`src/rtl/cdf_pkg.sv`:
```
// Shared types and default constants for the CDF histogram fetch stage.
package cdf_pkg;

  typedef enum logic [1:0] {
    ST_IDLE,
    ST_FETCH,
    ST_DRAIN,
    ST_DONE
  } cdf_state_e;

  localparam int CDF_BINS   = 256;
  localparam int CDF_DATA_W = 20;
  localparam int CDF_ADDR_W = 16;
  localparam int CDF_TAG_W  = 16;

  localparam logic [CDF_TAG_W-1:0] CDF_TAG_VAL = 16'hAAAA;

  // Read word layout: bin value in the low bits, tag directly above it.
  localparam int CDF_DATA_LSB = 0;

endpackage

```
`src/rtl/cdf_skid_buf.sv`:
```
// Two-entry valid/ready buffer with synchronous flush; head entry drives the output.
module cdf_skid_buf #(
  parameter int W = 36
) (
  input  logic         clock,
  input  logic         reset_n,
  input  logic         flush,
  input  logic         in_valid,
  input  logic [W-1:0] in_data,
  output logic         out_valid,
  input  logic         out_ready,
  output logic [W-1:0] out_data,
  output logic [1:0]   count
);

  logic [W-1:0] ent [2];
  logic         wr_ptr;
  logic         rd_ptr;
  logic         pop;

  assign out_valid = (count != 2'd0);
  assign out_data  = ent[rd_ptr];
  assign pop       = out_valid & out_ready;

  always_ff @(posedge clock or negedge reset_n) begin
    if (!reset_n) begin
      // NOTE: only two entries, so they are reset to keep the output payload at zero out of reset.
      ent[0] <= '0;
      ent[1] <= '0;
      wr_ptr <= 1'b0;
      rd_ptr <= 1'b0;
      count  <= 2'd0;
    end else if (flush) begin
      wr_ptr <= 1'b0;
      rd_ptr <= 1'b0;
      count  <= 2'd0;
    end else begin
      if (in_valid) begin
        ent[wr_ptr] <= in_data;
        wr_ptr      <= ~wr_ptr;
      end
      if (pop) begin
        rd_ptr <= ~rd_ptr;
      end
      count <= count + {1'b0, in_valid} - {1'b0, pop};
    end
  end

endmodule

```
`src/rtl/cdf_fetch_gen.sv`:
```
// Histogram-bin fetch stage: reads BINS tagged words from a bank and streams them out.
// Define CDF_ACCUM_EN to emit a saturating inclusive prefix sum instead of raw bin values.
module cdf_fetch_gen
  import cdf_pkg::*;
#(
  parameter int                BUS_W    = 128,
  parameter int                DATA_W   = CDF_DATA_W,
  parameter int                TAG_W    = CDF_TAG_W,
  parameter logic [TAG_W-1:0]  TAG_VAL  = TAG_W'(CDF_TAG_VAL),
  parameter int                ADDR_W   = CDF_ADDR_W,
  parameter int                BINS     = CDF_BINS,
  parameter int                BANK_W   = 1,
  parameter int                DONE_LAT = 2,
  parameter int                ERR_W    = 8
) (
  input  logic              clock,
  input  logic              reset_n,
  input  logic              start,
  input  logic [BANK_W-1:0] bank_sel,
  output logic [ADDR_W-1:0] read_addr,
  output logic              read_en,
  input  logic [BUS_W-1:0]  read_bus,
  output logic [DATA_W-1:0] acc_out,
  output logic              acc_valid,
  input  logic              acc_ready,
  output logic [ADDR_W-1:0] store_addr,
  output logic              busy,
  output logic              done,
  output logic [ERR_W-1:0]  tag_err_cnt
);

  localparam int OFF_W   = ADDR_W - BANK_W;
  localparam int CNT_W   = $clog2(BINS) + 1;
  localparam int LAT_W   = $clog2(DONE_LAT + 1);
  localparam int PAY_W   = ADDR_W + DATA_W;
  localparam int TAG_LSB = CDF_DATA_LSB + DATA_W;

  cdf_state_e        state, state_nxt;
  logic [CNT_W-1:0]  issue_cnt;
  logic [LAT_W-1:0]  lat_cnt;
  logic              inflight;
  logic [ADDR_W-1:0] inflight_addr;
  logic              issue, frame_start, flush, push, pop, drain_fire;
  logic [2:0]        occ;
  logic [1:0]        buf_count;
  logic [DATA_W-1:0] word_data, push_data, head_data;
  logic [TAG_W-1:0]  word_tag;
  logic              tag_bad;
  logic [PAY_W-1:0]  head_pay;
  logic              bus_unused;

  assign word_data  = read_bus[CDF_DATA_LSB +: DATA_W];
  assign word_tag   = read_bus[TAG_LSB +: TAG_W];
  assign bus_unused = ^read_bus[BUS_W-1:TAG_LSB+TAG_W];
  assign tag_bad    = (word_tag != TAG_VAL);
  assign push_data  = tag_bad ? '0 : word_data;

  // A returning word is only kept while the frame is still alive.
  assign push = inflight & ~flush;
  assign pop  = acc_valid & acc_ready;

  // Occupancy after this edge if nothing new is issued; issuing is allowed while it stays below 2.
  assign occ        = {1'b0, buf_count} + {2'b0, inflight} - {2'b0, pop};
  assign drain_fire = (occ == 3'd0);

  always_comb begin
    // NOTE: every output of this block gets a default first so no path can infer a latch.
    state_nxt   = state;
    issue       = 1'b0;
    frame_start = 1'b0;
    flush       = 1'b0;
    case (state)
      ST_IDLE: begin
        if (start) begin
          frame_start = 1'b1;
          state_nxt   = ST_FETCH;
        end
      end
      ST_FETCH: begin
        if (!start) begin
          flush     = 1'b1;
          state_nxt = ST_IDLE;
        end else if (occ < 3'd2) begin
          issue = 1'b1;
          if (issue_cnt == CNT_W'(BINS - 1)) begin
            state_nxt = ST_DRAIN;
          end
        end
      end
      ST_DRAIN: begin
        if (!start) begin
          flush     = 1'b1;
          state_nxt = ST_IDLE;
        end else if (drain_fire && (lat_cnt == LAT_W'(DONE_LAT - 1))) begin
          state_nxt = ST_DONE;
        end
      end
      ST_DONE: begin
        if (!start) begin
          flush     = 1'b1;
          state_nxt = ST_IDLE;
        end
      end
      default: begin
        flush     = 1'b1;
        state_nxt = ST_IDLE;
      end
    endcase
  end

  assign read_en = issue;
  assign busy    = (state == ST_FETCH) || (state == ST_DRAIN);
  assign done    = (state == ST_DONE);

  always_ff @(posedge clock or negedge reset_n) begin
    if (!reset_n) begin
      state         <= ST_IDLE;
      read_addr     <= '0;
      issue_cnt     <= '0;
      lat_cnt       <= '0;
      inflight      <= 1'b0;
      inflight_addr <= '0;
      tag_err_cnt   <= '0;
    end else begin
      // NOTE: state registers use non-blocking assignments so every flop samples pre-edge values.
      state    <= state_nxt;
      inflight <= issue;
      if (issue) begin
        inflight_addr <= read_addr;
      end

      // The bank bits of read_addr are the latched base; only the offset counts, so it never leaves the bank.
      if (state == ST_IDLE) begin
        read_addr <= {bank_sel, OFF_W'(0)};
      end else if (issue) begin
        read_addr <= {read_addr[ADDR_W-1 -: BANK_W], read_addr[OFF_W-1:0] + OFF_W'(1)};
      end

      if (frame_start) begin
        issue_cnt <= '0;
      end else if (issue) begin
        issue_cnt <= issue_cnt + CNT_W'(1);
      end

      if (state != ST_DRAIN) begin
        lat_cnt <= '0;
      end else if (drain_fire) begin
        lat_cnt <= lat_cnt + LAT_W'(1);
      end

      if (frame_start) begin
        tag_err_cnt <= '0;
      end else if (push && tag_bad && (tag_err_cnt != '1)) begin
        tag_err_cnt <= tag_err_cnt + ERR_W'(1);
      end
    end
  end

  cdf_skid_buf #(
    .W(PAY_W)
  ) u_skid (
    .clock     (clock),
    .reset_n   (reset_n),
    .flush     (flush),
    .in_valid  (push),
    .in_data   ({inflight_addr, push_data}),
    .out_valid (acc_valid),
    .out_ready (acc_ready),
    .out_data  (head_pay),
    .count     (buf_count)
  );

  assign store_addr = head_pay[PAY_W-1:DATA_W];
  assign head_data  = head_pay[DATA_W-1:0];

`ifdef CDF_ACCUM_EN
  logic [DATA_W-1:0] run_sum;
  logic [DATA_W:0]   sum_wide;

  // The head beat is already folded in, so the output is an inclusive prefix sum that holds during stalls.
  assign sum_wide = {1'b0, run_sum} + {1'b0, head_data};
  assign acc_out  = sum_wide[DATA_W] ? '1 : sum_wide[DATA_W-1:0];

  always_ff @(posedge clock or negedge reset_n) begin
    if (!reset_n) begin
      run_sum <= '0;
    end else if (frame_start) begin
      run_sum <= '0;
    end else if (pop) begin
      run_sum <= acc_out;
    end
  end
`else
  assign acc_out = head_data;
`endif

endmodule

```
`config.mk`:
```
export PLATFORM = sky130hd
export DESIGN_NAME = cdf_fetch_gen
export DESIGN_NICKNAME = d
export VERILOG_FILES = /design/src/rtl/cdf_pkg.sv /design/src/rtl/cdf_skid_buf.sv /design/src/rtl/cdf_fetch_gen.sv
export SDC_FILE = /design/constraint.sdc
export NUM_CORES = 1
export LEC_CHECK = 0
export ABC_AREA = 1
export BUFFER_PORTS_ARGS = -buffer_cell sky130_fd_sc_hd__clkbuf_2
export CORE_ASPECT_RATIO = 1.5
export CORE_MARGIN = 5
export CORE_UTILIZATION = 47
export CTS_CLUSTER_SIZE = 25
export DETAILED_ROUTE_END_ITERATION = 6
export PLACE_DENSITY = 0.77
export SYNTH_ARGS = -nofsm -noshare
export SYNTH_HDL_FRONTEND = slang
export SYNTH_SLANG_ARGS = --single-unit
```
`constraint.sdc`:
```
create_clock -name clock -period 2.4 [get_ports clock]
set_input_delay 0.12 -clock clock [delete_from_list [all_inputs] [get_ports clock]]
set_output_delay 0.12 -clock clock [all_outputs]
set_load 0.005 [all_outputs]
```
==> After elaboration in Yosys (flattened, before gate mapping) <==
Cells that the tools add are included.
{ "word_totals": {"ff_bits": 130, "elab_cells": 97} }
{ "op_classes": {"n_eq_ne": 13, "reduce_logical": 17, "addsub": 8, "mux": 35, "bitwise": 7, "order_cmp": 4} }
{ "op_table": {"columns": ["cell", "count"], "rows": [
  ["$mux W36", 4],
  ["$bwmux W72", 1],
  ["$demux W36 S1", 1],
  ["$mux W2", 10],
  ["$mux W20", 1],
  ["$mux W9", 2],
  ["$mux W16", 1],
  ["$mux W8", 2],
  ["$ne A16 B16 Y1 const B", 1],
  ["$add A15 B1 Y15 const B", 1],
  ["$mux W15", 1],
  ["$reduce_bool A2 Y1", 7],
  ["$mux W1", 11],
  ["$add A9 B1 Y9 const B", 1],
  ["$eq A9 B8 Y1 const B", 1],
  ["$ne A3 B3 Y1 const B", 3],
  ["$add A8 B1 Y8 const B", 1],
  ["$ne A8 B8 Y1 const B", 1],
  ["$pmux W2 S4", 1],
  ["$ne A2 B2 Y1 const B", 3],
  ["$reduce_and A5 Y1", 1],
  ["$eq A2 B1 Y1 const B", 2],
  ["$eq A2 B2 Y1 const B", 2],
  ["$ge A2 B2 Y1 const B", 2],
  ["other kinds (16)", 23]
]} }

==> Logic depth before layout (Yosys ltp) <==
Gate-level depths: netlist (run 1).
{ "depth": {"depth_word": 9, "ltp_mapped": 18, "mapped_depth_nobuf": 17} }

==> By module <==
From an unflattened synthesis (run 1), not the netlist that was laid out.
{ "unflattened": {"cells_unflattened": 887, "hier_area_um2": 6947.9} }
{ "by_module_without_submodules": {"columns": ["module", "cells_each", "area_per_inst_um2", "instances", "seq_area_each_um2"], "rows": [
  ["cdf_skid_buf", 412, 3636.0, 1, 1901.8],
  ["cdf_fetch_gen", 475, 3311.9, 1, 1351.3]
]} }

==> Worst setup path after synthesis (run 1) <==
No wires, ideal clock.
{ "synth_path": {"path_kind": "reg2reg", "startpoint": "register u_skid.count[1]", "endpoint": "register read_addr[9]", "setup_time_ns": 0.131, "synth_period_minus_slack_ns": 2.480, "slack_ns": -0.080, "path_stages_with_launch": 18, "arrival_ns": 2.349, "cell_sequence": "dfrtp_1 -> inv_1 -> nand2_1 -> nand2_1 -> inv_1 -> ha_1 -> inv_1 -> ha_1 -> fa_1 -> nand2_1 -> inv_1 -> nor2_2 -> nand3_2 -> inv_2 -> nor2_1 -> buf_6 -> nand2_1 -> o21ai_0"} }
{ "synth_between": {"elab_chain_cells": 8} }
{ "synth_lines": {"columns": ["element", "line", "source"], "rows": [
  ["start, declared", "cdf_skid_buf.sv:13", "output logic [1:0] count"],
  ["start signal, assigned", "cdf_skid_buf.sv:45", "count <= count + {1'b0, in_valid} - {1'b0, pop};"],
  ["$reduce_bool A2 Y1", "cdf_skid_buf.sv:21", "assign out_valid = (count != 2'd0);"],
  ["named net acc_valid", "cdf_fetch_gen.sv:24", "output logic acc_valid,"],
  ["$and A1 B1 Y1", "cdf_fetch_gen.sv:60", "assign pop = acc_valid & acc_ready;"],
  ["$sub A3 B1 Y3", "cdf_fetch_gen.sv:63", "assign occ = {1'b0, buf_count} + {2'b0, inflight} - {2'b0, pop};"],
  ["$lt A3 B2 Y1", "cdf_fetch_gen.sv:83", "end else if (occ < 3'd2) begin"],
  ["$mux W1", "cdf_fetch_gen.sv:83", null],
  ["$mux W1", "cdf_fetch_gen.sv:80", "if (!start) begin"],
  ["$mux W1", "cdf_fetch_gen.sv:72", "case (state)"],
  ["$reduce_bool A2 Y1 (no source line)", null, null],
  ["end signal, assigned", "cdf_fetch_gen.sv:134", "read_addr <= {bank_sel, OFF_W'(0)};"],
  ["end signal, assigned", "cdf_fetch_gen.sv:136", "read_addr <= {read_addr[ADDR_W-1 -: BANK_W], read_addr[OFF_W-1:0] + OFF_W'(1)};"],
  ["end, declared", "cdf_fetch_gen.sv:20", "output logic [ADDR_W-1:0] read_addr,"]
]} }
The timed path passes the listed nets, and every way through them passes these cells.
A chain may end at the register's enable or synchronous reset.

==> Worst setup path after layout (run 1) <==
{ "layout_path": {"startpoint": "register u_skid.count[1]", "endpoint": "output read_en"} }
{ "layout_between": {"elab_chain_cells": 7} }
{ "layout_lines": {"columns": ["element", "line", "source"], "rows": [
  ["branches (longest 2 deep; another with $add A2 B1 Y3)", null, null],
  ["$sub A3 B1 Y3 *", "cdf_fetch_gen.sv:63", null],
  ["$lt A3 B2 Y1 *", "cdf_fetch_gen.sv:83", null],
  ["$mux W1 *", "cdf_fetch_gen.sv:83", null],
  ["$mux W1 *", "cdf_fetch_gen.sv:80", null],
  ["$mux W1 *", "cdf_fetch_gen.sv:72", null],
  ["end, declared", "cdf_fetch_gen.sv:21", "output logic read_en,"]
]} }
Every way passes the cells marked *.

==> reports/qor.yml, run 1 <==
outcome:
  outcome: "finished, violations left"
  failed_checks: "setup timing"
yosys:
  synth_compound_area_share_pct: 10.4
  synth_fa_ha_area_share_pct: 2.73
  avgSynthCellArea_um2: 7.88
  synthCells: 848
  synth_seq_cells: 130
  yosys_warnings: 0
  synth.distinct_cells: 31
  synth-simple-area-share_pct: 27.8
  syn_area_um2: 6690
  synth_top_family_by_area: "simple AND/OR/NAND/NOR gates"
  yosysSeqAreaShare_pct: 48.7
  synth_xor_area_share_pct: 0.524
  syn_nets: 995
  muxShareOfSynthArea_pct: 0
worst_setup_path:
  cp_data_required_time_ns: 2.28
  crit_chain: "inv_2 > nand2_2 > nand2_2 > inv_2 > ha_4 > inv_4 > ha_4 > fa_2 > nand2_2 > inv_2 > nor2_4 > nand3_4 > inv_4 > buf_6 > buf_6"
  critical_path_class: "reg2out"
  critical-path-slowest-cell: "dfrtp_1"
  ff2ff_path_depth: 17
  critical-path-top-delay-family: "adder cells"
  end_kind: "output pin"
  path_buf_inv: 7
  cpPeakStageDelay_ns: 0.40
  path_depth: 15
  start_kind: "flip-flop"
  path_max_fanout: 2
  critPathArrivalTime_ns: 2.47
global_route:
  grtUsageTotal_pct: 20.3
  antenna_found_initial: 0
  grt_overflow: 0
  grt_pass1_vias: 6083
  grt_pass1_wl_um: 27800
  grt_max_degree: 76
place:
  pre_cts_slack_ns: -0.0534
  gp_congestion: 0.894
  port_buffers: 104
  dp_hpwl_um: 10600
power:
  leakage_nw: 4.41
  peakVddDrop_uv: 632
  power.density_nw_per_um2: 1060
  p_total_mw: 9.32
final_layout:
  area_growth_pct: 31.6
  regArea_um2: 3250
  diodes: 0
  num-fill-cells: 1151
  multi_input_area_um2: 3060
  final_layout_size_suffix_gt1_share_pct: 28.2
  nets: 1145
floorplanning:
  rows: 53
  core_area_um2: 14000
  die_area_um2: 16800
  initial_core_util_pct: 47.8
  die_h_um: 156
  top_level_ports: 197
  die_w_um: 107
detailed_routing:
  drtIter0Drc: 369
  wl_um: 17400
  vias: 6177
  ant_nets: 0
  first_pass_iters: 5
  wl_per_cell_um: 14.5
  viasPerCell: 5.13
  drc: 0
clock_network:
  htree_levels: 4
  numCtsBuffers: 17
  cts_tree: "done"
  clock_sink_count: 130
  clock_latency_ns: 0.42
  cts_root_buf: "clkbuf_16"
  clkSlewWorstSetupHoldPaths_ns: 0.06
  clockBufferDepth: 2
timing:
  setup-tns-final_ns: -3.19
  period_needed_ns: 2.59
  relSlewSlack_pct: 60.4
  rsz0062_at_grt: "true"
  clock.fmax_mhz: 386
  slew_viol_final: 0
  worst_slew_pin_slew_ns: 0.591
  fin_crit_sh_pct: 108
  finalClockSkew_ns: 0.0137
  setup_violations: 41
  fin_hold_ws_ns: 0.0484
  finalHoldViolCount: 0
  setup_ws_ns: -0.193
worst_hold_path:
  hold_path.class: "in2reg"
  holdPathStages: 4
job:
  max_cap_viol_count: 0
## cells in the final DEF, fill, tap and decap left out, types with 4 or more instances in the layout
cell           instances
nand2_4                9
nor2_1                38
buf_12                 6
nand3_1               71
nor2_4                 4
inv_4                  5
nor3_1                10
clkinvlp_4             6
clkbuf_16             20
inv_2                  8
buf_6                 10
ha_1                  11
o21ai_0               42
o21ai_2               44
nand3_2                6
nand2_1              254
dlygate4sd3_1         22
clkbuf_2             102
nand2_2               20
nand4_1               17
o21ai_1               21
a21oi_1                4
inv_1                 97
dfrtp_1              130
buf_4                 20
## layout make-up
class	count	share of cell area, %
clock buffers	17	4.84
multi-input cells	572	34.7
flip-flops and latches	130	37.0
well taps	192	2.73
inverters	112	4.92
repair buffers	165	14.0
clock inverters	15	1.81
## layer usage
layer | vias to the layer above | GRT usage, % | share of wire (%)
li1 | 2997 | - | -
met1 | 2951 | 24.1 | 39
met2 | 192 | 35.8 | 54
met3 | 37 | 4.47 | 5.0
met4 | 0 | 7.76 | 2.2
met5 | - | 0 | 0
## worst paths after layout
path | startpoint | endpoint | slack, ns
worst min-delay path | acc_ready | u_skid.rd_ptr$_DFFE_PN0P_ | 0.05
worst max-delay path | u_skid.count[1]$_DFF_PN0_ | read_en | -0.19
worst max register to register | u_skid.count[1]$_DFF_PN0_ | read_addr[9]$_DFFE_PN0P_ | -0.17
max in group asynchronous | reset_n | issue_cnt[4]$_DFFE_PN0P_ | 1.51
worst min register to register | u_skid.ent[29]$_DFFE_PN0P_ | u_skid.ent[29]$_DFFE_PN0P_ | 0.48
min in group asynchronous | reset_n | read_addr[8]$_DFFE_PN0P_ | 0.15
## flip-flops by register name, indices dropped and copies added, names as in the netlist
register       count
tag_err_cnt        8
u_skid.ent        72
issue_cnt          9
u_skid.rd_ptr      1
u_skid.wr_ptr      1
u_skid.count       2
inflight_addr     16
state              2
read_addr         16
lat_cnt            2
inflight           1
## cells in the mapped netlist
library cell / number / area (µm²)
clkinv_1: 2 / 7.51
dfrtp_1: 130 / 3250
o22ai_1: 1 / 6.26
xnor2_1: 2 / 17.5
inv_4: 2 / 12.5
clkbuf_1: 12 / 45.0
o21ai_0: 68 / 340
nand2_1: 283 / 1060
inv_2: 3 / 11.3
nand4_1: 17 / 106
nor2_8: 2 / 40.0
nor2_4: 1 / 11.3
a21oi_1: 5 / 25.0
nor3b_1: 2 / 15.0
nor3_1: 10 / 50.1
fa_1: 1 / 20.0
buf_4: 5 / 37.5
o21bai_1: 1 / 7.51
o21ai_1: 10 / 50.1
ha_1: 13 / 163
or2_2: 1 / 6.26
nand3_1: 76 / 380
nor2_1: 42 / 158
o31ai_1: 2 / 15.0
buf_2: 7 / 35.0
xor2_1: 2 / 17.5
inv_1: 105 / 394
buf_6: 10 / 113
nand3_2: 2 / 20.0
o21ai_2: 29 / 254
nor2_2: 2 / 12.5
## timing repair
item	in CTS	in global routing
gates cloned	3	3
hold buffers	22	0
hold endpoints to repair	61	0
setup endpoints to repair	34	46
pin swaps	10	17
resized for setup	58	66
setup buffers	8	4
## where the power goes
group          internal (mW)  switching (mW)
Clock                   1.54            1.02
Sequential              2.73           0.354
Combinational           1.53            2.16
## worst register-to-register path: cells and delay by family (launching register included)
| kind | cells | cell delay [ns] |
|---|---|---|
| buf+inv | 8 | 0.65 |
| fa+ha+maj | 3 | 0.95 |
| flops | 1 | 0.40 |
| compound gates | 1 | 0.07 |
| simple gates | 5 | 0.46 |
## through the flow
stage / util, % / cell area (µm²) / std cells
after detailed placement: 53.3 / 7460 / 1134
after global placement: 53.3 / 7460 / 1134
after floorplan: - / 6700 / 848
after global routing: 62.9 / 8800 / 1203
final: 62.9 / 8800 / 1203
after CTS: 60.9 / 8520 / 1199
## cells by family after synthesis
group,after synthesis
AOI/OAI and AO/OA,116
buffers and inverters,146
and+or+nand+nor,438
xor gates and xnor gates,4
DFF,130
adders and majority gates,14
No activity file was read; power rests on OpenSTA's default activity.
==> run 2, diff against run 1 <==
--- a/config.mk
+++ b/config.mk
@@ -9,10 +9,10 @@
 export BUFFER_PORTS_ARGS = -buffer_cell sky130_fd_sc_hd__clkbuf_2
 export CORE_ASPECT_RATIO = 1.5
 export CORE_MARGIN = 5
-export CORE_UTILIZATION = 47
+export CORE_UTILIZATION = 52
 export CTS_CLUSTER_SIZE = 25
 export DETAILED_ROUTE_END_ITERATION = 6
-export PLACE_DENSITY = 0.77
+export PLACE_DENSITY = 0.8
 export SYNTH_ARGS = -nofsm -noshare
 export SYNTH_HDL_FRONTEND = slang
 export SYNTH_SLANG_ARGS = --single-unit
==> constraint.sdc (replaced) <==
create_clock -name clock -period 2.8 [get_ports clock]
set_input_delay 0.14 -clock clock [delete_from_list [all_inputs] [get_ports clock]]
set_output_delay 0.14 -clock clock [all_outputs]
set_load 0.005 [all_outputs]
==> run 2 against run 1 <==
  * The run now ends clean
  * Via count decreased by 4.2%
  * Sequential share of layout area rose by 2.8 points
  * First-iteration DRC count shrank 12%
  * Worst setup slack gained 0.21 ns
  * Total power decreased by 21%
  * Clock skew fell by 0.0047 ns
  * Critical path type unchanged
  * Critical endpoint unchanged
  * Largest cell class unchanged
==> reports/qor.yml, run 2 (synthesized netlist as in run 1, its figures left out) <==
global_route:
  grt_pass1_vias: 5887
  grtUsageMet3_pct: 4.16
  grt.met2_usage_pct: 36.8
  busiest_layer: "met2"
  grt_max_degree: 62
  grt_pass1_wl_um: 26500
  grt_overflow: 0
  grtUsageTotal_pct: 21.3
  antenna_found_initial: 0
  globalRouteMet1Util_pct: 26.1
place:
  port_buffers: 104
  dpl-instance-area_um2: 7300
  gp_congestion: 0.844
  dp_hpwl_um: 10400
  pre_cts_slack_ns: -0.133
detailed_routing:
  wl_per_cell_um: 13.5
  wl_um: 15400
  first_pass_iters: 5
  vias: 5920
  drtIter0Drc: 325
  ant_nets: 0
  viasPerCell: 5.18
  drc: 0
timing:
  fin_hold_ws_ns: 0.0752
  period_needed_ns: 2.78
  worst_slew_pin_slew_ns: 0.650
  setup_ws_ns: 0.0222
  relSlewSlack_pct: 56.7
  rsz0062_at_grt: "true"
  setup_violations: 0
  setup-tns-final_ns: 0
  finalHoldViolCount: 0
  finalClockSkew_ns: 0.00903
  clock.fmax_mhz: 360
  fin_crit_sh_pct: 99.2
  slew_viol_final: 0
floorplanning:
  top_level_ports: 197
  die_w_um: 103
  die_area_um2: 15300
  initial_core_util_pct: 53.2
  core_area_um2: 12600
  die_h_um: 149
  rows: 50
final_layout:
  nets: 1121
  final_common_cell: "nand2_1"
  fin_area_um2: 8180
  num-fill-cells: 1075
  largest-register: "u_skid.ent"
  area_growth_pct: 22.3
  diodes: 0
  final_layout_size_suffix_gt1_share_pct: 19.6
  largest_reg_flops: 72
  top_regs: "u_skid.ent (72), inflight_addr (16), read_addr (16)"
  final_cell_mix: "nand2_1, dfrtp_1, inv_1"
power:
  leakage_nw: 4.21
  peakVddDrop_uv: 827
  power.density_nw_per_um2: 901
  clock_power_share_pct: 32.3
  swShare_pct: 35.2
  p_int_mw: 4.77
  power_frac_seq_pct: 35.3
  power.switching_mw: 2.59
  power_frac_comb_pct: 32.4
worst_hold_path:
  min-delay-start: "acc_ready"
  hold_end: "u_skid.rd_ptr$_DFFE_PN0P_"
  holdPathStages: 4
  hold_path.class: "in2reg"
worst_setup_path:
  start_kind: "flip-flop"
  end_kind: "output pin"
  cp_data_required_time_ns: 2.66
  critical_path_class: "reg2out"
  r2r_slack_ns: 0.10
  timing.rr.start: "u_skid.count[1]$_DFF_PN0_"
  critPathArrivalTime_ns: 2.64
  reg2reg_to: "read_addr[1]$_DFFE_PN0P_"
  ff2ff_path_depth: 14
  path_max_fanout: 21
clock_network:
  numCtsBuffers: 17
  clock_latency_ns: 0.41
  clockBufferDepth: 2
  cts_setup_buffers: 0
  clkSlewWorstSetupHoldPaths_ns: 0.06
  cts_tree: "done"
  clock_sink_count: 130
  htree_levels: 4
  cts_root_buf: "clkbuf_16"
outcome:
  outcome: "finished, final reports clean"
job:
  max_cap_viol_count: 0
-- run 2: cell count changes in the layout (fill, tap and decap cells not counted), sizes merged --
| cell | before | now |
|---|---|---|
| bufinv | 2 | 4 |
| buf | 38 | 16 |
| clkbuf | 122 | 126 |
| inv | 113 | 110 |
| clkinvlp | 6 | 1 |
-- run 2: layer usage --
layer / wire (µm) / part of all wire [%]
met4: 295 / 1.9
met3: 799 / 5.2
met1: 6300 / 41
met5: 0 / 0
met2: 8040 / 52
-- run 2: worst max path at each step --
stage,start,endpoint,cells after the start,slack [ns]
3_5_place_dp,u_skid.count[1]$_DFF_PN0_,read_addr[4]$_DFFE_PN0P_,14,-0.13
6_report,u_skid.count[1]$_DFF_PN0_,read_en,15,0.02
3_3_place_gp,u_skid.count[1]$_DFF_PN0_,read_addr[1]$_DFFE_PN0P_,14,-0.07
2_1_floorplan,u_skid.count[1]$_DFF_PN0_,read_addr[9]$_DFFE_PN0P_,17,0.32
5_1_grt,u_skid.count[0]$_DFF_PN0_,read_en,15,-0.14
4_1_cts,u_skid.count[1]$_DFF_PN0_,read_en,15,0.009
-- run 2: power by group through the flow --
stage / Combinational [mW] / Sequential (mW) / Clock (mW)
after global placement: 2.29 / 2.60 / 0
after global routing: 2.71 / 2.66 / 2.51
after detailed placement: 2.34 / 2.62 / 0
after CTS: 2.41 / 2.60 / 2.41
after floorplan: 1.60 / 2.57 / 0
final: 2.39 / 2.60 / 2.38
-- run 2: cell type report --
class	count	area, µm²	share of cell area, %
Timing Repair Buffer	141	881	10.8
Clock inverter	9	151	1.85
Clock buffer	23	488	5.97
Multi-Input combinational cell	572	2780	34.0
Tap cell	156	195	2.39
Sequential cell	130	3250	39.8
Inverter	112	425	5.20
-- run 2: repair_timing --
action                                  CTS  global route
gates resized for setup                   4             0
endpoints found under the setup margin    6            11
hold buffers                             22             0
endpoints found under the hold margin    86             0
-- run 2: critical path, cell delays in order (launching register included) --
cell	delay, ns
dfrtp_1	0.38
inv_1	0.08
nand2_1	0.06
nand2_1	0.07
inv_1	0.04
ha_1	0.26
inv_1	0.05
ha_1	0.18
fa_1	0.38
nand2_1	0.08
inv_1	0.04
nor2_2	0.11
nand3_2	0.10
inv_2	0.10
buf_12	0.17
clkbuf_2	0.13
-- run 2: through the flow --
step / util [%] / instances / total power, mW
final: 65.0 / 1143 / 7.37
after global routing: 65.0 / 1143 / 7.88
after CTS: 65.0 / 1143 / 7.42
after detailed placement: 58.1 / 1089 / 4.97
after global placement: 58.1 / 1089 / 4.89
after floorplan: - / 848 / 4.17
==> run 3, diff against run 2 <==
--- a/config.mk
+++ b/config.mk
@@ -9,10 +9,11 @@
 export BUFFER_PORTS_ARGS = -buffer_cell sky130_fd_sc_hd__clkbuf_2
 export CORE_ASPECT_RATIO = 1.5
 export CORE_MARGIN = 5
-export CORE_UTILIZATION = 52
+export CORE_UTILIZATION = 54
+export CTS_BUF_LIST = sky130_fd_sc_hd__clkbuf_8
 export CTS_CLUSTER_SIZE = 25
 export DETAILED_ROUTE_END_ITERATION = 6
-export PLACE_DENSITY = 0.8
+export PLACE_DENSITY = 0.83
 export SYNTH_ARGS = -nofsm -noshare
 export SYNTH_HDL_FRONTEND = slang
 export SYNTH_SLANG_ARGS = --single-unit
==> run 3 against run 2 <==
  * Final cell count is the same
  * Clock power shrank 36%
  * Register-to-register slack gained 0.06 ns
  * Combinational power grew 8%
==> reports/qor.yml, run 3 (synthesized netlist as in run 1, its figures left out) <==
floorplanning:
  top_level_ports: 197
  initial_core_util_pct: 55.4
  die_area_um2: 14800
  die_h_um: 146
  rows: 49
  die_w_um: 101
  core_area_um2: 12100
global_route:
  antenna_found_initial: 0
  grt_pass1_vias: 5817
  grt_max_degree: 78
  grtUsageTotal_pct: 21.5
  grt_pass1_wl_um: 25900
  grt_overflow: 0
detailed_routing:
  first_pass_iters: 5
  drtIter0Drc: 331
  wl_um: 15700
  vias: 6039
  wl_per_cell_um: 13.7
  ant_nets: 0
  viasPerCell: 5.28
  drc: 0
worst_hold_path:
  hold_end: "u_skid.rd_ptr$_DFFE_PN0P_"
  min-delay-start: "acc_ready"
  holdPathStages: 4
  hold_path.class: "in2reg"
worst_setup_path:
  cp_data_required_time_ns: 2.66
  critical_path_class: "reg2out"
  end_kind: "output pin"
  critPathArrivalTime_ns: 2.56
  ff2ff_path_depth: 14
  reg2reg_to: "read_addr[6]$_DFFE_PN0P_"
  path_max_fanout: 3
  timing.rr.start: "u_skid.count[1]$_DFF_PN0_"
  r2r_slack_ns: 0.16
  start_kind: "flip-flop"
final_layout:
  diodes: 0
  nets: 1124
  largest_reg_flops: 72
  final_common_cell: "nand2_1"
  final_cell_mix: "nand2_1, dfrtp_1, inv_1"
  area_growth_pct: 20.3
  top_regs: "u_skid.ent (72), inflight_addr (16), read_addr (16)"
  final_layout_size_suffix_gt1_share_pct: 20.8
  largest-register: "u_skid.ent"
  final_util_pct: 66.6
clock_network:
  cts_root_buf: "clkbuf_8"
  clock_latency_ns: 0.43
  htree_levels: 4
  numCtsBuffers: 17
  clock_sink_count: 130
  clockBufferDepth: 2
  cts_tree: "done"
  clkSlewWorstSetupHoldPaths_ns: 0.07
job:
  max_cap_viol_count: 0
outcome:
  outcome: "finished, final reports clean"
power:
  power.density_nw_per_um2: 834
  peakVddDrop_uv: 499
  leakage_nw: 4.13
  p_total_mw: 6.71
timing:
  finalClockSkew_ns: 0.0108
  clock.fmax_mhz: 370
  period_needed_ns: 2.70
  worst_slew_pin_slew_ns: 0.994
  fin_crit_sh_pct: 96.5
  setup_violations: 0
  finalHoldViolCount: 0
  relSlewSlack_pct: 33.7
  slew_viol_final: 0
place:
  dp_hpwl_um: 10100
  port_buffers: 104
  gp_congestion: 0.888
[run 3: worst max-delay path by stage]
stage / slack (ns) / to / start / depth (start not counted)
2_1_floorplan: 0.32 / read_addr[9]$_DFFE_PN0P_ / u_skid.count[1]$_DFF_PN0_ / 17
3_3_place_gp: -0.15 / read_addr[1]$_DFFE_PN0P_ / u_skid.count[1]$_DFF_PN0_ / 14
3_5_place_dp: -0.18 / read_addr[6]$_DFFE_PN0P_ / u_skid.count[1]$_DFF_PN0_ / 15
4_1_cts: -0.008 / read_addr[6]$_DFFE_PN0P_ / u_skid.count[1]$_DFF_PN0_ / 15
5_1_grt: -0.02 / read_en / u_skid.count[1]$_DFF_PN0_ / 14
6_report: 0.1 / read_en / u_skid.count[1]$_DFF_PN0_ / 13
[run 3: routing by layer]
layer | share of wire (%) | wire [µm] | GRT usage, % | vias to the layer above
met3 | 5.8 | 912 | 4.49 | 34
met5 | 0 | 0 | 0 | -
met1 | 40 | 6270 | 25.7 | 2869
met2 | 52 | 8140 | 37.2 | 190
met4 | 2.3 | 354 | 8.50 | 0
li1 | - | - | - | 2946
[run 3: power by group]
part,total [mW],switching (mW),leakage [nW],internal (mW)
combinational,2.59,1.62,2.17,0.969
clock,1.53,0.705,0.202,0.821
sequential,2.59,0.255,1.76,2.34
total,6.71,2.58,4.13,4.13
[run 3: per-stage QoR]
stage	setup WS (ns)	area (µm²)	TNS, ns	cells	hold slack (ns)
4_1_cts	-0.00764	7970	-0.00808	1141	0.0365
2_1_floorplan	0.320	6690	0	848	-0.156
3_3_place_gp	-0.155	7280	-0.734	1082	0.342
3_5_place_dp	-0.180	7280	-0.849	1082	0.346
5_1_grt	-0.0157	8050	-0.0157	1143	0.0554
6_report	0.0982	8050	0	1143	0.0512
[run 3: repair_timing]
item                                    CTS  global route
setup buffers                             4             2
hold buffers                             22             0
gates resized for setup                   5            19
endpoints found under the setup margin    7            25
cloned                                    1             0
pin swaps                                 2             6
hold endpoints to repair                115             0
[run 3: cell type report]
type | instances | area [µm²]
clock inverters | 13 | 121
repair buffers | 144 | 955
inverters | 112 | 428
well taps | 153 | 191
multi-input cells | 572 | 2840
fillers | 980 | 4030
flip-flops and latches | 130 | 3250
clock buffers | 19 | 262
[run 3: critical path: stages, from the launching register on]
cell and delay, ns:
dfrtp_1 0.39, inv_2 0.07, nand2_2 0.06, nand2_2 0.08, inv_2 0.04, ha_4 0.25, inv_2 0.04, ha_4 0.15
fa_2 0.57, inv_1 0.08, nand3_4 0.12, inv_4 0.06, buf_12 0.12, buf_6 0.10
